File: src/rtl/nn_phase_seq.sv
`default_nettype none
// ============================================================================
// Module   : nn_phase_seq
// Brief    : N-layer forward/backward phase sequencer with TR/VL/END commands.
//            Optional handoff overlap enabled by NN_PHASE_SEQ_OVERLAP_EN.
// Revision : 1.0 - initial release
// ============================================================================
module nn_phase_seq #(
    parameter int N_LAYERS = 2,
    parameter int FWD_LEN  = 5,
    parameter int BWD_LEN  = 16,
    parameter int CNT_W    = $clog2(((FWD_LEN > BWD_LEN) ? FWD_LEN : BWD_LEN) + 1)
) (
    input  logic                clk,
    input  logic                rst,
    input  logic                TR,
    input  logic                VL,
    input  logic                END,
    output logic [N_LAYERS-1:0] FP,
    output logic [N_LAYERS-1:0] BP,
    output logic                S_Train,
    output logic                S_Error,
    output logic                busy
);

    localparam int LYR_W = (N_LAYERS > 1) ? $clog2(N_LAYERS) : 1;
    localparam logic [LYR_W-1:0] c_LAST_LYR = LYR_W'(N_LAYERS - 1);
    localparam logic [CNT_W-1:0] c_FWD_END  = CNT_W'(FWD_LEN - 1);
    localparam logic [CNT_W-1:0] c_BWD_END  = CNT_W'(BWD_LEN - 1);
`ifdef NN_PHASE_SEQ_OVERLAP_EN
    localparam bit c_OVERLAP = 1'b1;
`else
    localparam bit c_OVERLAP = 1'b0;
`endif

    typedef enum logic [1:0] {
        S_IDLE = 2'd0,
        S_FWD  = 2'd1,
        S_BWD  = 2'd2,
        S_DONE = 2'd3
    } state_t;

    state_t              r_state, w_state_nxt;
    logic [LYR_W-1:0]    r_lyr, w_lyr_nxt;
    logic [CNT_W-1:0]    r_cnt, w_cnt_nxt;
    logic                r_trn, w_trn_nxt;
    logic                w_seg_change;
    logic [N_LAYERS-1:0] w_cur_fp, w_cur_bp;
    logic [N_LAYERS-1:0] w_fp_nxt, w_bp_nxt;
    logic                w_train_nxt, w_error_nxt, w_busy_nxt;

    always_comb begin
        w_state_nxt  = r_state;
        w_lyr_nxt    = r_lyr;
        w_cnt_nxt    = r_cnt;
        w_trn_nxt    = r_trn;
        w_seg_change = 1'b0;
        if (TR || VL) begin
            w_state_nxt = S_FWD;
            w_lyr_nxt   = '0;
            w_cnt_nxt   = '0;
            w_trn_nxt   = TR;
        end else if (END) begin
            w_state_nxt = S_IDLE;
            w_lyr_nxt   = '0;
            w_cnt_nxt   = '0;
        end else begin
            case (r_state)
                S_FWD: begin
                    if (r_cnt == c_FWD_END) begin
                        w_cnt_nxt = '0;
                        if (r_lyr != c_LAST_LYR) begin
                            w_lyr_nxt    = r_lyr + 1'b1;
                            w_seg_change = 1'b1;
                        end else if (r_trn) begin
                            w_state_nxt  = S_BWD;
                            w_seg_change = 1'b1;
                        end else begin
                            w_state_nxt = S_DONE;
                        end
                    end else begin
                        w_cnt_nxt = r_cnt + 1'b1;
                    end
                end
                S_BWD: begin
                    if (r_cnt == c_BWD_END) begin
                        w_cnt_nxt = '0;
                        if (r_lyr != '0) begin
                            w_lyr_nxt    = r_lyr - 1'b1;
                            w_seg_change = 1'b1;
                        end else begin
                            w_state_nxt = S_DONE;
                        end
                    end else begin
                        w_cnt_nxt = r_cnt + 1'b1;
                    end
                end
                S_DONE:  w_state_nxt = S_IDLE;
                default: w_state_nxt = S_IDLE;
            endcase
        end
    end

    // Outputs are decoded from the next state so they leave the flops aligned with it.
    always_comb begin
        w_cur_fp    = (r_state == S_FWD) ? (N_LAYERS'(1) << r_lyr) : '0;
        w_cur_bp    = (r_state == S_BWD) ? (N_LAYERS'(1) << r_lyr) : '0;
        w_fp_nxt    = '0;
        w_bp_nxt    = '0;
        w_train_nxt = 1'b0;
        w_error_nxt = 1'b0;
        case (w_state_nxt)
            S_FWD:   w_fp_nxt = N_LAYERS'(1) << w_lyr_nxt;
            S_BWD:   w_bp_nxt = N_LAYERS'(1) << w_lyr_nxt;
            S_DONE: begin
                w_train_nxt = w_trn_nxt;
                w_error_nxt = !w_trn_nxt;
            end
            default: ;
        endcase
        if (c_OVERLAP && w_seg_change) begin
            w_fp_nxt = w_fp_nxt | w_cur_fp;
            w_bp_nxt = w_bp_nxt | w_cur_bp;
        end
        w_busy_nxt = (w_state_nxt == S_FWD) || (w_state_nxt == S_BWD);
    end

    always_ff @(posedge clk) begin
        if (rst) begin
            r_state <= S_IDLE;
            r_lyr   <= '0;
            r_cnt   <= '0;
            r_trn   <= 1'b0;
            FP      <= '0;
            BP      <= '0;
            S_Train <= 1'b0;
            S_Error <= 1'b0;
            busy    <= 1'b0;
        end else begin
            r_state <= w_state_nxt;
            r_lyr   <= w_lyr_nxt;
            r_cnt   <= w_cnt_nxt;
            r_trn   <= w_trn_nxt;
            FP      <= w_fp_nxt;
            BP      <= w_bp_nxt;
            S_Train <= w_train_nxt;
            S_Error <= w_error_nxt;
            busy    <= w_busy_nxt;
        end
    end

endmodule
`default_nettype wire
File: config.mk
export PLATFORM = sky130hd
export DESIGN_NAME = nn_phase_seq
export DESIGN_NICKNAME = d
export VERILOG_FILES = /design/src/rtl/nn_phase_seq.sv
export SDC_FILE = /design/constraint.sdc
export NUM_CORES = 1
export LEC_CHECK = 0
export ABC_AREA = 1
export CORE_MARGIN = 4
export CORE_UTILIZATION = 46
export CTS_CLUSTER_SIZE = 28
export DETAILED_ROUTE_END_ITERATION = 10
export MAX_ROUTING_LAYER = met4
export PLACE_DENSITY = 0.71
export SYNTH_ARGS = -nofsm -noshare
export SYNTH_HDL_FRONTEND = slang
export SYNTH_SLANG_ARGS = --single-unit
File: constraint.sdc
create_clock -name clk -period 1.9 [get_ports clk]
set_input_delay 0.38 -clock clk [delete_from_list [all_inputs] [get_ports clk]]
set_output_delay 0.38 -clock clk [all_outputs]
set_load 0.02 [all_outputs]
==> impl_summary.txt, run 1 <==
----------------------------------------------------
[GRT]
  Overall Global Routing Usage ... 0.130
  Overflow after GRT ... 0
  Antenna violations before repair ... 0
  Pin count of the biggest net entering global routing ... 10
  Number of global-route vias before repair ... 620
  First-pass GRT wire length ... 2.50 mm

[Setup path]
  Critical Path Slowest Stage Cell ... dfxtp_2
  Worst EP arrival ... about 2.0 ns
  Nature of the critical path endpoint ... flip-flop
  Setup CP Type ... flip-flop to flip-flop
  Element type at the critical path start ... flip-flop
  Largest fanout of any net on the critical path ... 3
  Largest stage delay on the critical path ... around 0.34 ns
  Cell-by-cell listing of the critical path ... ha_1 > nand3_2 > inv_1 > ha_1 > inv_2 > o21ai_1 > nand2_1 > nand2_1 > nand2_1 > nand2_2 > inv_2 > ha_1 > nand2_1 > inv_1 > nand2_1 > inv_1
  Crit path top cell by count ... nand2_1
  Data required, critical path ... approximately 2.1 ns

[Die]
  Die outline height ... a little over 50 microns
  Die outline area ... 2580 sq um
  Core Rows ... 15
  Initial core utilization ... 0.487
  Core footprint ... 1730 sq um
  Die Span X ... 50.8 microns
  Ports ... 12

[Placed design]
  Last weighted congestion value of the routability-driven placer ... 0.825
  Count of input and output buffers ... 11
  Placed wire-length estimate after detailed placement ... approximately 1.2 mm

[Clocking]
  CTS clock-pin slew for the worst setup and hold paths ... ~0.09 ns
  Clock tree from TritonCTS ... done
  Worst-case clock buffer depth ... 2
  CTS sink cnt ... 16
  Htree depth ... 1
  Number of buffers inserted during clock tree synthesis ... 3
  Insertion delay to the later sink of the worst-skew pair ... between 0.2 and 0.3 ns
  Cell at the root of the clock tree ... clkbuf_4

[Timing]
  Minimum clock period after layout ... 1.77 ns
  Final worst clock skew ... 0.00315 ns
  Total negative slack ... 0 ns
  Period utilization ... 0.933
  Slew @ Worst Pin ... around 0.31 ns
  Final Hold Slack ... around 0.59 ns
  RSZ-0062 raised after global routing ... true
  Final hold violation count ... 0
  Max frequency ... ~560 MHz
  # setup viols final ... 0
  Worst slew margin ... 0.789
  Pins over their slew limit ... 0

[Routing]
  Pre-Repair DR Iteration Count ... 3
  Antenna-violating nets left ... 0
  Total via count after detailed routing ... ~690
  WL per Instance ... about 9.7 microns
  Via/cell ratio ... roughly 4.4
  Drt drc ... 0
  Post-detailed-routing wire length ... between 1.5 and 2 mm
  Violation count after the first detailed-routing iteration ... 6

[Yosys]
  Portion of synthesized cell area occupied by the leading cell type ... 0.381
  Net Count, Synth ... ~130
  Sequential-to-total area share from yosys stat ... 0.381
  Post-synth cell types ... 19
  Cells after Synth ... 112
  Ranking of synthesized cells by area ... dfxtp_1, ha_1, nand2_1, inv_1, nor2_1
  Largest area contributor in the netlist ... dfxtp_1
  Post-Syn Area per Cell ... roughly 7.5 sq um
  Flip-flop and latch count after synthesis ... 16
  Yosys synthesis warning count ... 0
  Cell area after synthesis ... between 800 and 900 sq um

[Outcome]
  Result of the run ... completed

[Flow run]
  Maximum capacitance violations ... 0

[Power and ir drop]
  Cell area power density ... just under 600 nW/um^2
  Maximum resistive drop on vdd ... 0.368 mV
  Standby leakage power ... roughly 0.00053 uW

[Cells and area]
  Share of post-route cells with drive strength above 1 ... 0.237
  Post-layout nets ... about 150
  Diode count ... 0
  Commonest cells after routing, fill and taps aside ... nand2_1, inv_1, nor2_1
  Most common library cell in the layout ignoring fill and taps ... nand2_1
  Layout area overhead ... 26.5%
  End-of-flow core utilization ... 0.616

[Min path]
  Class of the worst hold path ... flip-flop to flip-flop

----------------------------------------------------
==> path summary, 6_finish.rpt <==
path	depth (start not counted)	slack [ns]	startpoint	end
worst min-delay path	2	0.59	r_trn	S_Train
worst max register to register	16	0.13	r_cnt[0]	BP[0]
worst min register to register	2	0.59	r_trn	S_Train
worst max-delay path	16	0.13	r_cnt[0]	BP[0]
==> state kept, by name, summed over array words and instances, names as in the netlist <==
signal   flops
busy         1
S_Train      1
FP           2
S_Error      1
BP           2
r_cnt        5
r_lyr        1
r_state      2
r_trn        1
==> through the flow <==
stage                     instance area [sq um]  total power (uW)  setup WS, ns  instances
after floorplan                             841               388         0.194        112
after global placement                     1000               413        0.0859        150
final                                      1060               628         0.126        156
after CTS                                  1040               634        0.0348        154
after detailed placement                   1000               414        0.0557        150
after global routing                       1060               664       -0.0437        156
==> worst max-delay path: cells and delay by family (launching register included) <==
kind / cells / cell delay [ns]
DFF: 1 / 0.34
adders and majority gates: 3 / 0.50
buffers and inverters: 5 / 0.20
and+or+nand+nor: 7 / 0.52
AOI/OAI and AO/OA: 1 / 0.11
==> power breakdown <==
part           switching (uW)  total (uW)  internal, uW  leakage [uW]
logic                    34.3        61.9          27.6      0.000378
clock network             105         221           117     0.0000210
registers                3.45         345           342      0.000131
==> Yosys cell counts <==
cell        n
o211ai_2    1
a21oi_2     1
nand3_2     1
nand2_1    19
nor2_2      3
inv_2       7
nand2_2     3
nor2_1     15
o2111ai_1   1
xor2_1      2
o21ai_0     3
dfxtp_1    16
nor3_1      2
o21ai_2     3
nand3_1     3
buf_2       1
inv_1      18
a21oi_1     4
ha_1        9
==> repair_timing <==
item | CTS | global route
gates resized for setup | 0 | 5
hold buffers | 0 | 0
setup buffers | 0 | 2
endpoints found under the setup margin | 0 | 7
==> final cells by class <==
type / instances / area, sq um
fillers: 170 / 663
well taps: 25 / 31.3
flip-flops and latches: 16 / 323
multi-input cells: 70 / 432
clock buffers: 4 / 36.3
repair buffers: 16 / 148
inverters: 25 / 93.8
==> layer usage <==
metal,GRT usage,vias to the layer above,part of all wire
met5,-,-,0
met4,0.0538,0,0.017
met3,0.0178,4,0.022
met2,0.202,9,0.43
met1,0.169,294,0.53
li1,-,380,-
==> cells by family (layout without fill, tap and decap cells) <==
family / Yosys count / count (layout) / synth area share
compound gates: 13 / 13 / 0.109
xor+xnor: 2 / 2 / 0.0208
fa+ha+maj: 9 / 9 / 0.134
buf+inv: 26 / 45 / 0.118
flops: 16 / 16 / 0.381
simple gates: 46 / 46 / 0.238
Note: power is estimated with default switching activity, not from simulation.
==> run 2, diff against run 1 <==
SLEW_MARGIN = 20   (was default)
==> results of run 2 <==
The final DEF is identical to that of run 1; final timing and power are the same.
==> run 3, diff against run 2 <==
CORE_MARGIN = 3   (was 4)
==> impl_summary.txt, run 3 (synthesis results as in run 1) <==
----------------------------------------------------
[GRT]
  First-pass GRT wire length ... 2.75 mm (+10%)
  Antenna violations before repair ... 0 (unchanged)
  Pin count of the biggest net entering global routing ... 10 (unchanged)
  Overflow after GRT ... 0 (unchanged)
  Overall Global Routing Usage ... 0.152 (+0.0223)
  Number of global-route vias before repair ... 675 (+8.9%)

[Clocking]
  CTS Hold Bufs ... 0 (unchanged)
  Resize count post-CTS ... 0 (unchanged)
  Insertion delay to the later sink of the worst-skew pair ... 0.28 ns (about the same)
  CTS sink cnt ... 16 (unchanged)
  Cell at the root of the clock tree ... clkbuf_4
  CTS clock-pin slew for the worst setup and hold paths ... 0.09 ns (about the same)
  Htree depth ... 1 (unchanged)
  Worst-case clock buffer depth ... 2 (unchanged)
  Clock tree from TritonCTS ... done
  Post-CTS setup buffers ... 0 (unchanged)
  Number of buffers inserted during clock tree synthesis ... 3 (unchanged)

[Die]
  Ports ... 12 (unchanged)
  Die outline height ... 48.8 microns (-3.9%)
  Die Span X ... 48.8 microns (-3.9%)
  Initial core utilization ... 0.522 (+0.0348)
  Die outline area ... 2380 sq um (-7.7%)
  Core footprint ... 1610 sq um (-6.7%)
  Core Rows ... 14 (-1)

[Placed design]
  Cell Count Post-Placement ... 149 (-0.67%)
  Placed wire-length estimate after detailed placement ... 1.23 mm (+0.44%)
  Count of input and output buffers ... 11 (unchanged)
  Placed standard-cell area ... 998 sq um (-0.13%)
  Last weighted congestion value of the routability-driven placer ... 0.794 (-3.7%)

[Flow run]
  Maximum capacitance violations ... 0 (unchanged)

[Timing]
  Max frequency ... 574 MHz (+1.8%)
  Total negative slack ... 0 ns (unchanged)
  Final Hold Slack ... 0.554 ns (-0.0357 ns)
  Pins over their slew limit ... 0 (unchanged)
  Period utilization ... 0.917 (-0.0164)
  Final worst clock skew ... 0.00333 ns (+0.000180 ns)
  Final hold violation count ... 0 (unchanged)
  Worst slew margin ... 0.747 (-0.0425)
  Slew @ Worst Pin ... 0.377 ns (+0.0632 ns)
  RSZ-0062 raised after global routing ... false
  # setup viols final ... 0 (unchanged)
  Minimum clock period after layout ... 1.74 ns (-0.0311 ns)

[Cells and area]
  Layout area overhead ... 26.0%
  Post-layout instance area ... 1060 sq um (-0.35%)
  Largest reg by FF count ... r_cnt
  Most common library cell in the layout ignoring fill and taps ... nand2_1
  Number of flip-flops under the largest register name ... 5 (unchanged)
  Post-layout nets ... 144 (-1.4%)
  End-of-flow core utilization ... 0.658 (+0.0417)
  Final standard cell count with taps included and fillers excluded ... 153 (-1.9%)
  Commonest cells after routing, fill and taps aside ... nand2_1, inv_1, nor2_1
  Share of post-route cells with drive strength above 1 ... 0.248 (+0.0114)
  Diode count ... 0 (unchanged)
  Number of filler cells placed in the layout ... 151 (-11%)

[Setup path]
  Element type at the critical path start ... flip-flop
  Number of cell instances on the worst register-to-register path ... 16 (unchanged)
  Worst EP arrival ... 1.93 ns (-0.03 ns)
  Nature of the critical path endpoint ... flip-flop
  Critical Path Slowest Stage Cell ... dfxtp_4
  Critical path depth in cells ... 16 (unchanged)
  Crit path top cell by count ... nand2_1
  Cell-by-cell listing of the critical path ... ha_4 > nand3_2 > inv_2 > ha_1 > inv_2 > o21ai_1 > nand2_1 > nand2_1 > nand2_2 > nand2_2 > inv_2 > ha_1 > nand2_1 > inv_1 > nand2_1 > inv_1
  Worst r2r dst ... BP[0]
  Worst setup slack for register-to-register paths ... 0.16 ns (+0.03 ns)
  Data required, critical path ... 2.09 ns (about the same)
  Buf/Inv on CP ... 5 (unchanged)
  Beginning of the worst register-to-register path ... r_cnt[0]
  Largest stage delay on the critical path ... 0.38 ns (+0.04 ns)
  Largest fanout of any net on the critical path ... 3 (unchanged)
  Top delay family on crit path ... simple AND/OR/NAND/NOR gates
  Setup CP Type ... flip-flop to flip-flop

[Power and ir drop]
  Switching power total ... 143 uW (+0.68%)
  Gate power share ... 0.099 (about the same)
  Maximum resistive drop on vdd ... 0.611 mV (+66%)
  Sequential Power Share ... 0.549 (about the same)
  Cell area power density ... 592 nW/um^2 (+0.26%)
  Clock power frac ... 0.352 (about the same)
  Internal power of the cells ... 484 uW (-0.32%)
  Standby leakage power ... 0.000515 uW (-2.9%)
  Switching share of power ... 0.228 (+0.00176)

[Routing]
  Via/cell ratio ... 4.56 (+3.6%)
  Pre-Repair DR Iteration Count ... 3 (unchanged)
  Met3 routed wirelength ... 54 microns (+59%)
  Total via count after detailed routing ... 698 (+1.6%)
  Violation count after the first detailed-routing iteration ... 4 (-2)
  Length of routed wiring on met1 ... 774 microns (-3.4%)
  Drt drc ... 0 (unchanged)
  Top layer used by detailed routing ... met4
  Post-detailed-routing wire length ... 1.53 mm (+1.2%)
  Length of routed met2 wiring ... 669 microns (+2.5%)
  WL per Instance ... 10.0 microns (+3.2%)
  Antenna-violating nets left ... 0 (unchanged)

[Min path]
  Number of instances on the worst hold path ... 2 (unchanged)
  Origin of the worst min-delay path ... r_cnt[0]
  Worst Hold Path EP ... r_cnt[0]
  Class of the worst hold path ... flip-flop to flip-flop

[Outcome]
  Result of the run ... completed

----------------------------------------------------
-- run 3: layout make-up --
cell class,instances,area [sq um],share of cell area
inverters,25,93.8,0.0885
flip-flops and latches,16,325,0.307
clock buffers,4,36.3,0.0342
well taps,24,30.0,0.0283
multi-input cells,70,442,0.417
repair buffers,14,133,0.125
-- run 3: worst max-delay path by stage --
stage	from	slack, ns	end
after floorplan	r_cnt[0]	0.19	BP[0]
after global placement	r_cnt[1]	0.10	BP[0]
after detailed placement	r_cnt[0]	0.05	BP[0]
after CTS	r_cnt[0]	0.02	BP[0]
after global routing	r_cnt[0]	0.009	BP[0]
final	r_cnt[0]	0.16	BP[0]
-- run 3: per-stage QoR --
step	total power, uW	setup slack [ns]
after floorplan	388	0.194
after global placement	413	0.100
after detailed placement	414	0.0456
after CTS	637	0.0232
after global routing	659	0.00910
final	628	0.158
-- run 3: layer usage --
| metal | global-route usage | vias to the layer above |
|---|---|---|
| met2 | 0.242 | 11 |
| met1 | 0.180 | 309 |
| met4 | 0.0711 | 0 |
| li1 | - | 373 |
| met3 | 0.0368 | 5 |
| met5 | - | - |
-- run 3: power groups by stage --
stage,registers [uW],clock network [uW],logic [uW]
floorplan,356,0,31.7
global placement,353,0,60.0
detailed placement,353,0,60.8
CTS,345,230,61.7
global route,345,244,69.6
finish,344,221,62.1
-- run 3: worst min-delay path, cell delays in order (launching register included) --
cell     delay (ns)
dfxtp_4        0.37
nor2_1         0.10
nor3_1         0.06
==> RTL edit 1: new RTL, settings of run 1 <==
Change the parameter `BWD_LEN` from 16 to 8.
--- a/src/rtl/nn_phase_seq.sv
+++ b/src/rtl/nn_phase_seq.sv
@@ -10,3 +10,3 @@
     parameter int FWD_LEN  = 5,
-    parameter int BWD_LEN  = 16,
+    parameter int BWD_LEN  = 8,
     parameter int CNT_W    = $clog2(((FWD_LEN > BWD_LEN) ? FWD_LEN : BWD_LEN) + 1)
Function: same outputs for any inputs over 10 cycles, from zero or initial values and one cycle with rst high; that may be too few to reach the edited logic, so the function may still have changed.
==> RTL edit 1 against run 1 <==
  * Routed wire length decreased by 7.7%
  * Power decreased by 12%
  * Largest power group unchanged
  * Sequential cell count decreased by 1
  * Clock skew decreased by 1.8 ps
  * Final area decreased by 13%
  * Setup slack improved by 100 ps
  * Count of clock-buffer cells in the layout unchanged
  * Synthesized area decreased by 9.5%
==> RTL edit 1: results (changes against run 1) <==
metric,value,unit,change
status,finished clean,,
synth_fp_nets,113,,-10%
hold_class,flop to flop,,
cts-buffers-inserted,3,,unchanged
skew,1.40,ps,-1.76 ps
nFillCells,144,,-15%
drive_gt1_share,15.4,%,-8.3 points
tightest_slew,417,ps,+104 ps
clock_latency,270,ps,
seq_area_frac_synth,39.5,%,+1.4 points
grt_start_max_net_pins,9,,-1
critPathArrivalTime,1830,ps,-130 ps
routabilityCongestion,0.803,,-2.7%
largest-register,r_cnt,,
wl,1400,um,-7.7%
synth.area.top_cells,"dfxtp_1 (39%), ha_1 (12%), nand2_1 (9.9%)",,
async_flop_share,0,%,unchanged
drtIter0Drc,8,,+2
cts_root_buf,clkbuf_4,,
synth_fa_ha_area_share,11.5,%,-1.9 points
vias,639,,-7.0%
synth_cell_types,22,,+3
ir_worst_vdd,0.457,mV,+24%
synth-compound-area-share,9.21,%,-1.7 points
grt_pass1_vias,612,,-1.3%
place.detailed.hpwl,1190,um,-2.9%
crit_path_max_fanout,4,,+1
largest_reg_flops,4,,-1
ys_top_cells_by_count,"nand2_1 (20), dfxtp_1 (15), inv_1 (15)",,
yosys.area.top_type_share,39.5,%,+1.4 points
leakagePower,0.428,nW,-19%
dr.pass1.iters,4,,+1
grtUsageTotal,12.6,%,-0.40 points
fin_nets,130,,-11%
synthXorXnorAreaFrac,2.30,%,+0.22 points
cts_htree_levels,1,,unchanged
grt_pass1_wl,2420,um,-3.3%
io_buffers,11,,unchanged
-- RTL edit 1: layer usage --
metal  share of wire, %  up-vias  track usage [%]
li1                   -      345                -
met1                 47      276             15.4
met2                 48       16             21.1
met3                3.9        2             2.76
met4               0.64        0             2.69
met5                  0        -                -
-- RTL edit 1: final cells by class --
| class | count | share of cell area [%] |
|---|---|---|
| Clock buffer | 4 | 2.83 |
| Inverter | 19 | 7.68 |
| Multi-Input combinational cell | 67 | 42.2 |
| Sequential cell | 15 | 32.5 |
| Tap cell | 16 | 2.16 |
| Timing Repair Buffer | 12 | 12.7 |
-- RTL edit 1: where the power goes --
part           total, mW  switching [mW]  internal [mW]  leakage, nW
clock network      0.173          0.0917         0.0812       0.0150
registers          0.323         0.00276          0.320        0.123
logic             0.0579          0.0327         0.0253        0.291
-- RTL edit 1: kinds of logic after synthesis --
logic type      Yosys count
flops                    15
compound gates           12
fa+ha+maj                 7
simple gates             46
xor+xnor                  2
buf+inv                  19
-- RTL edit 1: worst max-delay path, cell delays in order, from the launching register on --
cell      delay (ps)
dfxtp_1          380
inv_1             60
ha_1             190
nand3_2          100
clkinv_1         110
nand3_1           80
nand2_1           50
nand2_1           70
nand2_1           80
nand2_2           90
inv_1             50
ha_1             180
nand2_1           80
a21oi_1           50
-- RTL edit 1: final timing paths --
check	from	end	slack, ps	cells after the start
min reg2reg	r_cnt[1]$_SDFFE_PP0N_	r_cnt[1]$_SDFFE_PP0N_	490	2
min	r_cnt[1]$_SDFFE_PP0N_	r_cnt[1]$_SDFFE_PP0N_	490	2
max reg2reg	r_cnt[1]$_SDFFE_PP0N_	BP[0]$_SDFF_PP0_	230	13
max	r_cnt[1]$_SDFFE_PP0N_	BP[0]$_SDFF_PP0_	230	13
-- RTL edit 1: timing repair --
item	4_1_cts	5_1_grt
resized for setup	0	2
setup buffers	0	0
endpoints found under the setup margin	0	3
-- RTL edit 1: stage by stage --
stage | setup slack [ps] | cell area [sq um] | cells | hold WS (ps)
3_5_place_dp | 170 | 898 | 129 | 481
4_1_cts | 143 | 925 | 133 | 494
5_1_grt | 14.5 | 928 | 133 | 518
2_1_floorplan | 359 | 761 | 101 | 449
6_report | 228 | 928 | 133 | 494
3_3_place_gp | 195 | 898 | 129 | 480
==> RTL edit 2: new RTL, flow settings as in run 1 <==
Without the edit above. Reset style: asynchronous (`rst`), changed in one clocked block.
--- a/src/rtl/nn_phase_seq.sv
+++ b/src/rtl/nn_phase_seq.sv
@@ -127,3 +127,3 @@
 
-    always_ff @(posedge clk) begin
+    always_ff @(posedge clk or posedge rst) begin
         if (rst) begin
Function: differs if rst is asserted again (counterexample within 4 cycles, from zero or initial values and one cycle with rst high); with rst held inactive, the same outputs for 10 cycles.
==> RTL edit 2 against run 1 <==
  * Synthesized area increased by 6.3%
  * Power up 3.7%
  * Hold slack got worse by 160 ps
  * Setup slack better by 16 ps
  * First-iteration DRC count fell by 67%
  * Routed wire length rose by 12%
  * Count of clock-buffer cells in the layout is the same
  * Maximum frequency rose by 0.90%
  * Sequential cell count unchanged
  * Final area rose by 6.0%
  * Sequential power up 1%
  * Sequential share of layout area is 5.2 points higher
==> RTL edit 2: results (changes against run 1) <==
metric,value,unit,change
status,finished clean,,
slew-limit-headroom,59.9,%,-19 points
synth_cell_types,19,,unchanged
place.detailed.hpwl,1290,um,+5.4%
skew,14.7,ps,+11.5 ps
async_flop_share,100,%,+100 points
ir_worst_vdd,0.469,mV,+27%
grtUsageTotal,15.1,%,+2.1 points
overflow,0,,unchanged
io_buffers,11,,unchanged
grt_start_max_net_pins,17,,+7
routabilityCongestion,0.835,,+1.2%
cp_slowest_cell,dfrtp_1,,
ys_top_cells_by_count,"nand2_1 (22), inv_1 (21), dfrtp_1 (16)",,
synth_ff_type,dfrtp_1,,
switching_share,24.7,%,+2.1 points
antenna_cells,0,,unchanged
vias,721,,+4.9%
worstRegToRegCells,13,,-3
largest-register,r_cnt,,
fin_nets,141,,-3.4%
clock_latency,300,ps,+20 ps
largest_reg_flops,5,,unchanged
cpPeakStageDelay,400,ps,+60 ps
crit_path_max_fanout,3,,unchanged
wl,1710,um,+12%
dr.pass1.iters,4,,+1
synth.area.top_cells,"dfrtp_1 (45%), ha_1 (13%), nand2_1 (9.2%)",,
cts-buffers-inserted,3,,unchanged
leakagePower,0.561,nW,+5.8%
r2r_slack,140,ps,+20 ps
hold_class,input pin to async pin,,
dp_slack,72.4,ps,+16.6 ps
critPathArrivalTime,2000,ps,+40 ps
drtIter0Drc,2,,-4
ys_warn_count,0,,unchanged
regToRegStartpoint,r_cnt[0]$_DFFE_PP0P_,,
setup.worst_path.start_class,flop,,
nFillCells,159,,-6.5%
grt_pass1_wl,2930,um,+17%
period_needed,1760,ps,-15.8 ps
grt_antenna_before_repair,0,,unchanged
synth_fp_nets,121,,-4.0%
cts_htree_levels,1,,unchanged
drive_gt1_share,22.2,%,-1.4 points
seq_area_frac_synth,44.8,%,+6.7 points
clk_pin_slew,110,ps,+20 ps
path_delay_family,simple AND/OR/NAND/NOR gates,,
whs,428,ps,-162 ps
grt_pass1_vias,707,,+14%
==> RTL edit 2: what timing repair did <==
action	CTS	global route
setup buffers	0	2
resized for setup	0	12
setup endpoints to repair	0	6
==> RTL edit 2: metrics by stage <==
stage               instance area, sq um  std cells  utilization (%)
global placement                    1050        145             58.9
floorplan                            893        107                -
global route                        1130        151             63.2
finish                              1130        151             63.2
CTS                                 1090        149             60.9
detailed placement                  1050        145             58.9
==> RTL edit 2: layout make-up <==
class,count,area share (%)
clock buffers,4,3.22
multi-input cells,68,38.1
flip-flops and latches,16,35.5
repair buffers,15,12.8
inverters,23,7.66
well taps,25,2.77
==> RTL edit 2: worst reg2reg max path, delay by kind of cell (launching register included) <==
kind / cells / cell delay [ps]
DFF: 1 / 400
and+or+nand+nor: 9 / 670
adders and majority gates: 3 / 590
buffers and inverters: 1 / 50
==> RTL edit 2: power by group through the flow <==
stage / clock network (mW) / registers, mW / logic, mW
floorplan: 0 / 0.359 / 0.0349
global placement: 0 / 0.356 / 0.0617
detailed placement: 0 / 0.356 / 0.0635
CTS: 0.239 / 0.350 / 0.0637
global route: 0.251 / 0.351 / 0.0722
finish: 0.237 / 0.350 / 0.0648
==> RTL edit 2: kinds of logic (layout without fill, tap and decap cells) <==
logic type,after synthesis,after routing,synth area share [%]
and+or+nand+nor,44,44,22.8
adders and majority gates,9,9,12.6
DFF,16,16,44.8
AOI/OAI and AO/OA,14,14,9.10
xor gates and xnor gates,1,1,0.981
buffers and inverters,23,42,9.66
==> RTL edit 2: routing by layer <==
metal	GRT usage (%)	vias up	share of wire, %	routed length, um
met4	6.55	0	1.8	31
met3	4.01	4	4.3	73
met2	25.3	15	50	849
met1	16.8	337	44	749
li1	-	365	-	-
met5	-	-	0	0
==> RTL edit 2: path summary, 6_finish.rpt <==
kind                                        end
max                             FP[1]$_DFF_PP0_
min                        r_cnt[3]$_DFFE_PP0P_
max reg2reg                     FP[1]$_DFF_PP0_
min reg2reg                     r_trn$_DFF_PP0_
max in group asynchronous       FP[0]$_DFF_PP0_
min in group clk                r_trn$_DFF_PP0_
